[src/rtl/id_stage_pipe.sv]
// Registered RV32I/RV32E decode stage: decodes, reads operands, and holds them in a
// valid/ready output register with a load-use scoreboard, flush and illegal-instruction flag.
module id_stage_pipe #(
    parameter int unsigned XLEN   = 32,
    parameter int unsigned REG_AW = 5
) (
    input  logic              clk,
    input  logic              rst,
    input  logic              in_valid_i,
    output logic              in_ready_o,
    input  logic [31:0]       inst_i,
    input  logic [XLEN-1:0]   inst_addr_i,
    output logic [REG_AW-1:0] rs1_addr_o,
    output logic [REG_AW-1:0] rs2_addr_o,
    input  logic [XLEN-1:0]   rs1_data_i,
    input  logic [XLEN-1:0]   rs2_data_i,
    input  logic              flush_i,
    input  logic              wb_clr_valid_i,
    input  logic [REG_AW-1:0] wb_clr_addr_i,
    output logic              out_valid_o,
    input  logic              out_ready_i,
    output logic [31:0]       inst_o,
    output logic [XLEN-1:0]   inst_addr_o,
    output logic [XLEN-1:0]   op1_o,
    output logic [XLEN-1:0]   op2_o,
    output logic [XLEN-1:0]   aux_o,
    output logic [REG_AW-1:0] rd_addr_o,
    output logic              reg_wen_o,
    output logic              is_load_o,
    output logic              illegal_o,
    output logic              stall_o
);

    localparam int unsigned NumRegs = 1 << REG_AW;

    localparam logic [6:0] OpcOpImm  = 7'b0010011;
    localparam logic [6:0] OpcOp     = 7'b0110011;
    localparam logic [6:0] OpcBranch = 7'b1100011;
    localparam logic [6:0] OpcJal    = 7'b1101111;
    localparam logic [6:0] OpcJalr   = 7'b1100111;
    localparam logic [6:0] OpcLui    = 7'b0110111;
    localparam logic [6:0] OpcAuipc  = 7'b0010111;
    localparam logic [6:0] OpcLoad   = 7'b0000011;
    localparam logic [6:0] OpcStore  = 7'b0100011;

    logic [6:0] opcode, funct7;
    logic [2:0] funct3;
    logic [4:0] rs1_f, rs2_f, rd_f;

    assign opcode = inst_i[6:0];
    assign funct3 = inst_i[14:12];
    assign funct7 = inst_i[31:25];
    assign rs1_f  = inst_i[19:15];
    assign rs2_f  = inst_i[24:20];
    assign rd_f   = inst_i[11:7];

    logic [XLEN-1:0] imm_i, imm_s, imm_b, imm_j, imm_u;

    assign imm_i = XLEN'($signed(inst_i[31:20]));
    assign imm_s = XLEN'($signed({inst_i[31:25], inst_i[11:7]}));
    assign imm_b = XLEN'($signed({inst_i[31], inst_i[7], inst_i[30:25], inst_i[11:8], 1'b0}));
    assign imm_j = XLEN'($signed({inst_i[31], inst_i[19:12], inst_i[20], inst_i[30:21], 1'b0}));
    assign imm_u = XLEN'($signed({inst_i[31:12], 12'b0}));

    logic            legal, use_rs1, use_rs2, use_rd, load_raw;
    logic [XLEN-1:0] op1_raw, op2_raw, aux_raw;

    always_comb begin
        legal    = 1'b0;
        use_rs1  = 1'b0;
        use_rs2  = 1'b0;
        use_rd   = 1'b0;
        load_raw = 1'b0;
        op1_raw  = '0;
        op2_raw  = '0;
        aux_raw  = '0;
        case (opcode)
            OpcOpImm: begin
                use_rs1 = 1'b1;
                use_rd  = 1'b1;
                op1_raw = rs1_data_i;
                if (funct3 == 3'b001 || funct3 == 3'b101) begin
                    op2_raw = XLEN'(rs2_f);
                    legal   = (funct7 == 7'h00) || (funct3 == 3'b101 && funct7 == 7'h20);
                end else begin
                    op2_raw = imm_i;
                    legal   = 1'b1;
                end
            end
            OpcOp: begin
                use_rs1 = 1'b1;
                use_rs2 = 1'b1;
                use_rd  = 1'b1;
                op1_raw = rs1_data_i;
                op2_raw = rs2_data_i;
                legal   = (funct7 == 7'h00)
                       || (funct7 == 7'h20 && (funct3 == 3'b000 || funct3 == 3'b101));
            end
            OpcBranch: begin
                use_rs1 = 1'b1;
                use_rs2 = 1'b1;
                op1_raw = rs1_data_i;
                op2_raw = rs2_data_i;
                aux_raw = imm_b;
                legal   = (funct3 != 3'b010) && (funct3 != 3'b011);
            end
            OpcJal: begin
                use_rd  = 1'b1;
                op1_raw = inst_addr_i;
                op2_raw = XLEN'(4);
                aux_raw = imm_j;
                legal   = 1'b1;
            end
            OpcJalr: begin
                use_rs1 = 1'b1;
                use_rd  = 1'b1;
                op1_raw = inst_addr_i;
                op2_raw = XLEN'(4);
                aux_raw = rs1_data_i + imm_i;
                legal   = (funct3 == 3'b000);
            end
            OpcLui: begin
                use_rd  = 1'b1;
                op1_raw = imm_u;
                legal   = 1'b1;
            end
            OpcAuipc: begin
                use_rd  = 1'b1;
                op1_raw = inst_addr_i;
                op2_raw = imm_u;
                legal   = 1'b1;
            end
            OpcLoad: begin
                use_rs1  = 1'b1;
                use_rd   = 1'b1;
                load_raw = 1'b1;
                op1_raw  = rs1_data_i;
                op2_raw  = imm_i;
                legal    = (funct3 != 3'b011) && (funct3 != 3'b110) && (funct3 != 3'b111);
            end
            OpcStore: begin
                use_rs1 = 1'b1;
                use_rs2 = 1'b1;
                op1_raw = rs1_data_i;
                op2_raw = imm_s;
                aux_raw = rs2_data_i;
                legal   = (funct3 == 3'b000) || (funct3 == 3'b001) || (funct3 == 3'b010);
            end
            default: legal = 1'b0;
        endcase
    end

    // Register fields beyond the implemented file (RV32E) make the instruction illegal.
    function automatic logic out_of_range(input logic [4:0] f);
        return (32'(f) >> REG_AW) != 32'd0;
    endfunction

    logic              dec_ill, dec_wen, dec_load;
    logic [REG_AW-1:0] dec_rd;

    assign dec_ill = !legal
                  || (use_rs1 && out_of_range(rs1_f))
                  || (use_rs2 && out_of_range(rs2_f))
                  || (use_rd && out_of_range(rd_f));

    assign rs1_addr_o = (use_rs1 && !dec_ill) ? rs1_f[REG_AW-1:0] : '0;
    assign rs2_addr_o = (use_rs2 && !dec_ill) ? rs2_f[REG_AW-1:0] : '0;
    assign dec_rd     = (use_rd && !dec_ill) ? rd_f[REG_AW-1:0] : '0;
    assign dec_wen    = (dec_rd != '0);
    assign dec_load   = load_raw && !dec_ill;

    logic [NumRegs-1:0] pending_q, pending_d;
    logic               out_valid_q, out_valid_d;
    logic               clr_hit1, clr_hit2, fire;

    // A completing writeback in the same cycle bypasses the pending hit.
    assign clr_hit1   = wb_clr_valid_i && (wb_clr_addr_i == rs1_addr_o);
    assign clr_hit2   = wb_clr_valid_i && (wb_clr_addr_i == rs2_addr_o);
    assign stall_o    = in_valid_i && ((pending_q[rs1_addr_o] && !clr_hit1)
                                    || (pending_q[rs2_addr_o] && !clr_hit2));
    assign in_ready_o = !stall_o && (!out_valid_q || out_ready_i) && !flush_i;
    assign fire       = in_valid_i && in_ready_o;

    always_comb begin
        pending_d = pending_q;
        if (wb_clr_valid_i) begin
            pending_d[wb_clr_addr_i] = 1'b0;
        end
        if (fire && dec_load && dec_rd != '0) begin
            pending_d[dec_rd] = 1'b1;
        end
        pending_d[0] = 1'b0;
    end

    always_comb begin
        out_valid_d = out_valid_q;
        if (flush_i) begin
            out_valid_d = 1'b0;
        end else if (fire) begin
            out_valid_d = 1'b1;
        end else if (out_ready_i) begin
            out_valid_d = 1'b0;
        end
    end

    logic [31:0]       inst_q;
    logic [XLEN-1:0]   pc_q, op1_q, op2_q, aux_q;
    logic [REG_AW-1:0] rd_q;
    logic              wen_q, load_q, ill_q;

    always_ff @(posedge clk) begin
        if (rst) begin
            out_valid_q <= 1'b0;
            pending_q   <= '0;
            inst_q      <= '0;
            pc_q        <= '0;
            op1_q       <= '0;
            op2_q       <= '0;
            aux_q       <= '0;
            rd_q        <= '0;
            wen_q       <= 1'b0;
            load_q      <= 1'b0;
            ill_q       <= 1'b0;
        end else begin
            out_valid_q <= out_valid_d;
            pending_q   <= pending_d;
            if (fire) begin
                inst_q <= inst_i;
                pc_q   <= inst_addr_i;
                op1_q  <= dec_ill ? '0 : op1_raw;
                op2_q  <= dec_ill ? '0 : op2_raw;
                aux_q  <= dec_ill ? '0 : aux_raw;
                rd_q   <= dec_rd;
                wen_q  <= dec_wen;
                load_q <= dec_load;
                ill_q  <= dec_ill;
            end
        end
    end

    assign out_valid_o = out_valid_q;
    assign inst_o      = inst_q;
    assign inst_addr_o = pc_q;
    assign op1_o       = op1_q;
    assign op2_o       = op2_q;
    assign aux_o       = aux_q;
    assign rd_addr_o   = rd_q;
    assign reg_wen_o   = wen_q;
    assign is_load_o   = load_q;
    assign illegal_o   = ill_q;

endmodule
[config.mk]
export PLATFORM = sky130hd
export DESIGN_NAME = id_stage_pipe
export DESIGN_NICKNAME = d
export VERILOG_FILES = /design/src/rtl/id_stage_pipe.sv
export SDC_FILE = /design/constraint.sdc
export NUM_CORES = 1
export LEC_CHECK = 0
export ABC_AREA = 1
export BUFFER_PORTS_ARGS = -buffer_cell sky130_fd_sc_hd__buf_2
export CAP_MARGIN = 20
export CELL_PAD_IN_SITES_DETAIL_PLACEMENT = 1
export CELL_PAD_IN_SITES_GLOBAL_PLACEMENT = 1
export CORE_ASPECT_RATIO = 0.9
export CORE_MARGIN = 2
export CORE_UTILIZATION = 39
export DETAILED_ROUTE_END_ITERATION = 10
export GPL_ROUTABILITY_DRIVEN = 1
export PLACE_DENSITY_LB_ADDON = 0.1
export SLEW_MARGIN = 0
export SYNTH_ARGS = -nofsm -noshare
export SYNTH_HDL_FRONTEND = slang
export SYNTH_SLANG_ARGS = --single-unit
[constraint.sdc]
create_clock -name clk -period 8.89 [get_ports clk]
set_input_delay 1.3335 -clock clk [delete_from_list [all_inputs] [get_ports clk]]
set_output_delay 1.3335 -clock clk [all_outputs]
set_load 0.01 [all_outputs]
==> results.toml <==
[grt]
antenna_found_initial = 0
grt_pass1_vias = 13674
grt_pass1_wl_mm = 82.3
grt_overflow = 0
grt_max_degree = 103
grt_usage = 0.338

[sta]
finalCritPeriodShare = 0.793
timing.setup.tns_ns = 0
fin_worst_skew_ns = 0.0144
relSlewSlack = 0.267
worst_pin_slew_ns = 1.10
setup_violations = 0
rsz0062_at_grt = "no"
finalHoldViolCount = 0
fmax_ghz = 0.142
slew_viol_final = 0
period_needed_ns = 7.05

[synthesis]
yosysSeqAreaShare = 0.343
yosysWarnings = 0
synth-edff-count = 0
syn_area_sq_um = 11700
syn_area_per_cell_sq_um = 6.40
ys_ff_latch = 200
synth_cells = 1826
synth_cell_types = 47
yosysTopAreaCellShare = 0.343
async_flop_share = 0
yosys-top-cells-area = "dfxtp_1 34%, nand2_1 18%, a21oi_1 11%"
synth-main-ff-cell = "dfxtp_1"
synthesis.nets = 1997
yosysTopAreaCell = "dfxtp_1"

[detailed_routing]
dr.pass1.iters = 6
vias = 14019
ant_nets = 0
wl_per_cell_um = 21.8
vias_per_cell = 5.63
first_iter_violations = 1088
wirelength_mm = 54.3
drc = 0

[layout]
multi_input_area_sq_um = 6700
drive_gt1_frac = 0.193
n_fill_cell = 4161
nets = 2246
n_antenna_cell = 0
final_cell_mix = "552 x nand2_1, 318 x buf_2, 265 x a21oi_1"
area_delta_synth_final_pct = 20.3
register_area_sq_um = 4000
final_common_cell = "nand2_1"

[power]
p_leak_uw = 0.00617
p_per_area_nw_per_um2 = 147
p_total_uw = 2070
vdd_drop_max_uv = 133

[clocking]
cts_buffer_depth = 2
ctsHoldBuffers = 0
cts_root_buffer = "clkbuf_16"
path_clk_slew_ns = 0.09
cts_resized = 0
cts.sinks = 200
cts_buffers = 17
htreeDepth = 4
cts_tree = "built"
post_cts_buffers = 0
insertion_delay_ns = 0.46

[die]
core_sq_um = 29700
die_x_um = 186
die_area_sq_um = 31400
rows = 60
start_util = 0.393
pin_count = 320
die_h_um = 168

[setup_path]
worst_setup_path_start_kind = "input port"
critPathRequiredTime_ns = 7.56
reg2reg_from = "pending_q[1]"
reg2reg_slack_ns = 5.38
worst-setup-path-type = "input port to output port"
crit_path_end_kind = "output port"
worstSetupStartpoint = "inst_i[4]"
arrival_ns = 5.72
critPathMaxFanout = 43

[placed_design]
hpwl_mm = 40.6
place_congestion = 0.932
port_buffers = 319

[hold_path]
hold_path_class = "flip-flop to flip-flop"
hold_start = "inst_addr_o[6]"

[run_status]
status = "completed"

[job]
maxCapViolations = 0
layout make-up:
class                           count  share of cell area
Tap cell                          403              0.0359
Timing Repair Buffer              330               0.121
Sequential cell                   200               0.285
Inverter                          148              0.0396
Clock inverter                     14              0.0109
Multi-Input combinational cell   1378               0.477
Clock buffer                       18              0.0312
power breakdown:
part | switching, uW | internal [uW] | total (uW)
logic | 233 | 99.7 | 333
clock network | 434 | 386 | 820
registers | 7.11 | 909 | 916
synthesized netlist by cell type (all sizes together), types with 4 or more instances:
library cell / number
or2: 13
a21oi: 266
inv: 146
nor3: 7
nand3: 167
nand4: 32
ha: 31
buf: 44
xor2: 9
clkbuf: 56
o21ai: 94
o21a: 4
a31oi: 4
nand2: 554
nor2: 118
a22oi: 12
o221ai: 8
dfxtp: 200
a22o: 13
o22ai: 10
o2111ai: 8
xnor2: 6
state kept, by name (all words and copies together), names as in the netlist, 5 cells and up:
signal       flops
op1_o           32
pending_q       31
rd_addr_o        5
inst_o          32
aux_o           32
inst_addr_o     32
op2_o           32
kinds of logic (layout without fill, tap and decap cells):
family / count (synthesis) / in the layout / synth area share
flops: 200 / 200 / 0.343
simple gates: 899 / 899 / 0.324
fa+ha+maj: 32 / 32 / 0.0349
buf+inv: 248 / 510 / 0.0845
xor+xnor: 15 / 15 / 0.0112
compound gates: 432 / 432 / 0.203
per-stage QoR:
stage | cell area [sq um] | util | instances | hold WS, ns | setup WS, ns
5_1_grt | 14100 | 0.473 | 2491 | 0.483 | 1.46
3_3_place_gp | 13500 | 0.453 | 2459 | 0.448 | 2.02
6_report | 14100 | 0.473 | 2491 | 0.466 | 1.84
4_1_cts | 14100 | 0.473 | 2491 | 0.466 | 1.95
2_1_floorplan | 11700 | - | 1826 | 0.462 | 3.96
3_5_place_dp | 13500 | 0.453 | 2459 | 0.453 | 1.83
per-layer routing:
metal / track usage / wire length, um / vias to the layer above
met4: 0.102 / 1370 / 0
met1: 0.470 / 24300 / 6803
met5: 0 / 0 / -
met2: 0.542 / 24700 / 563
met3: 0.0521 / 3840 / 81
li1: - / - / 6572
final timing paths:
kind                                  endpoint  cells after the start
worst max-delay path                in_ready_o                     21
worst min-delay path            inst_addr_o[6]                      2
worst max register to register       inst_o[4]                     14
worst min register to register  inst_addr_o[6]                      2
critical path: stages:
cell and delay, ns:
buf_2 0.15, inv_2 0.09, nand2_1 0.11, nor2_2 0.18, nand2_1 0.39, nand3_1 0.27, nor2_1 0.07, nand2_1 0.09
inv_2 0.04, nand2_2 0.74, nand3_1 0.71, inv_2 0.42, nand3_1 0.12, nand3_1 0.09, nand3_1 0.11, nand2_1 0.10
nand2_1 0.05, nand3_1 0.19, a21boi_0 0.15, nor3_1 0.15, buf_2 0.16
(Power assumes the default switching activity.)
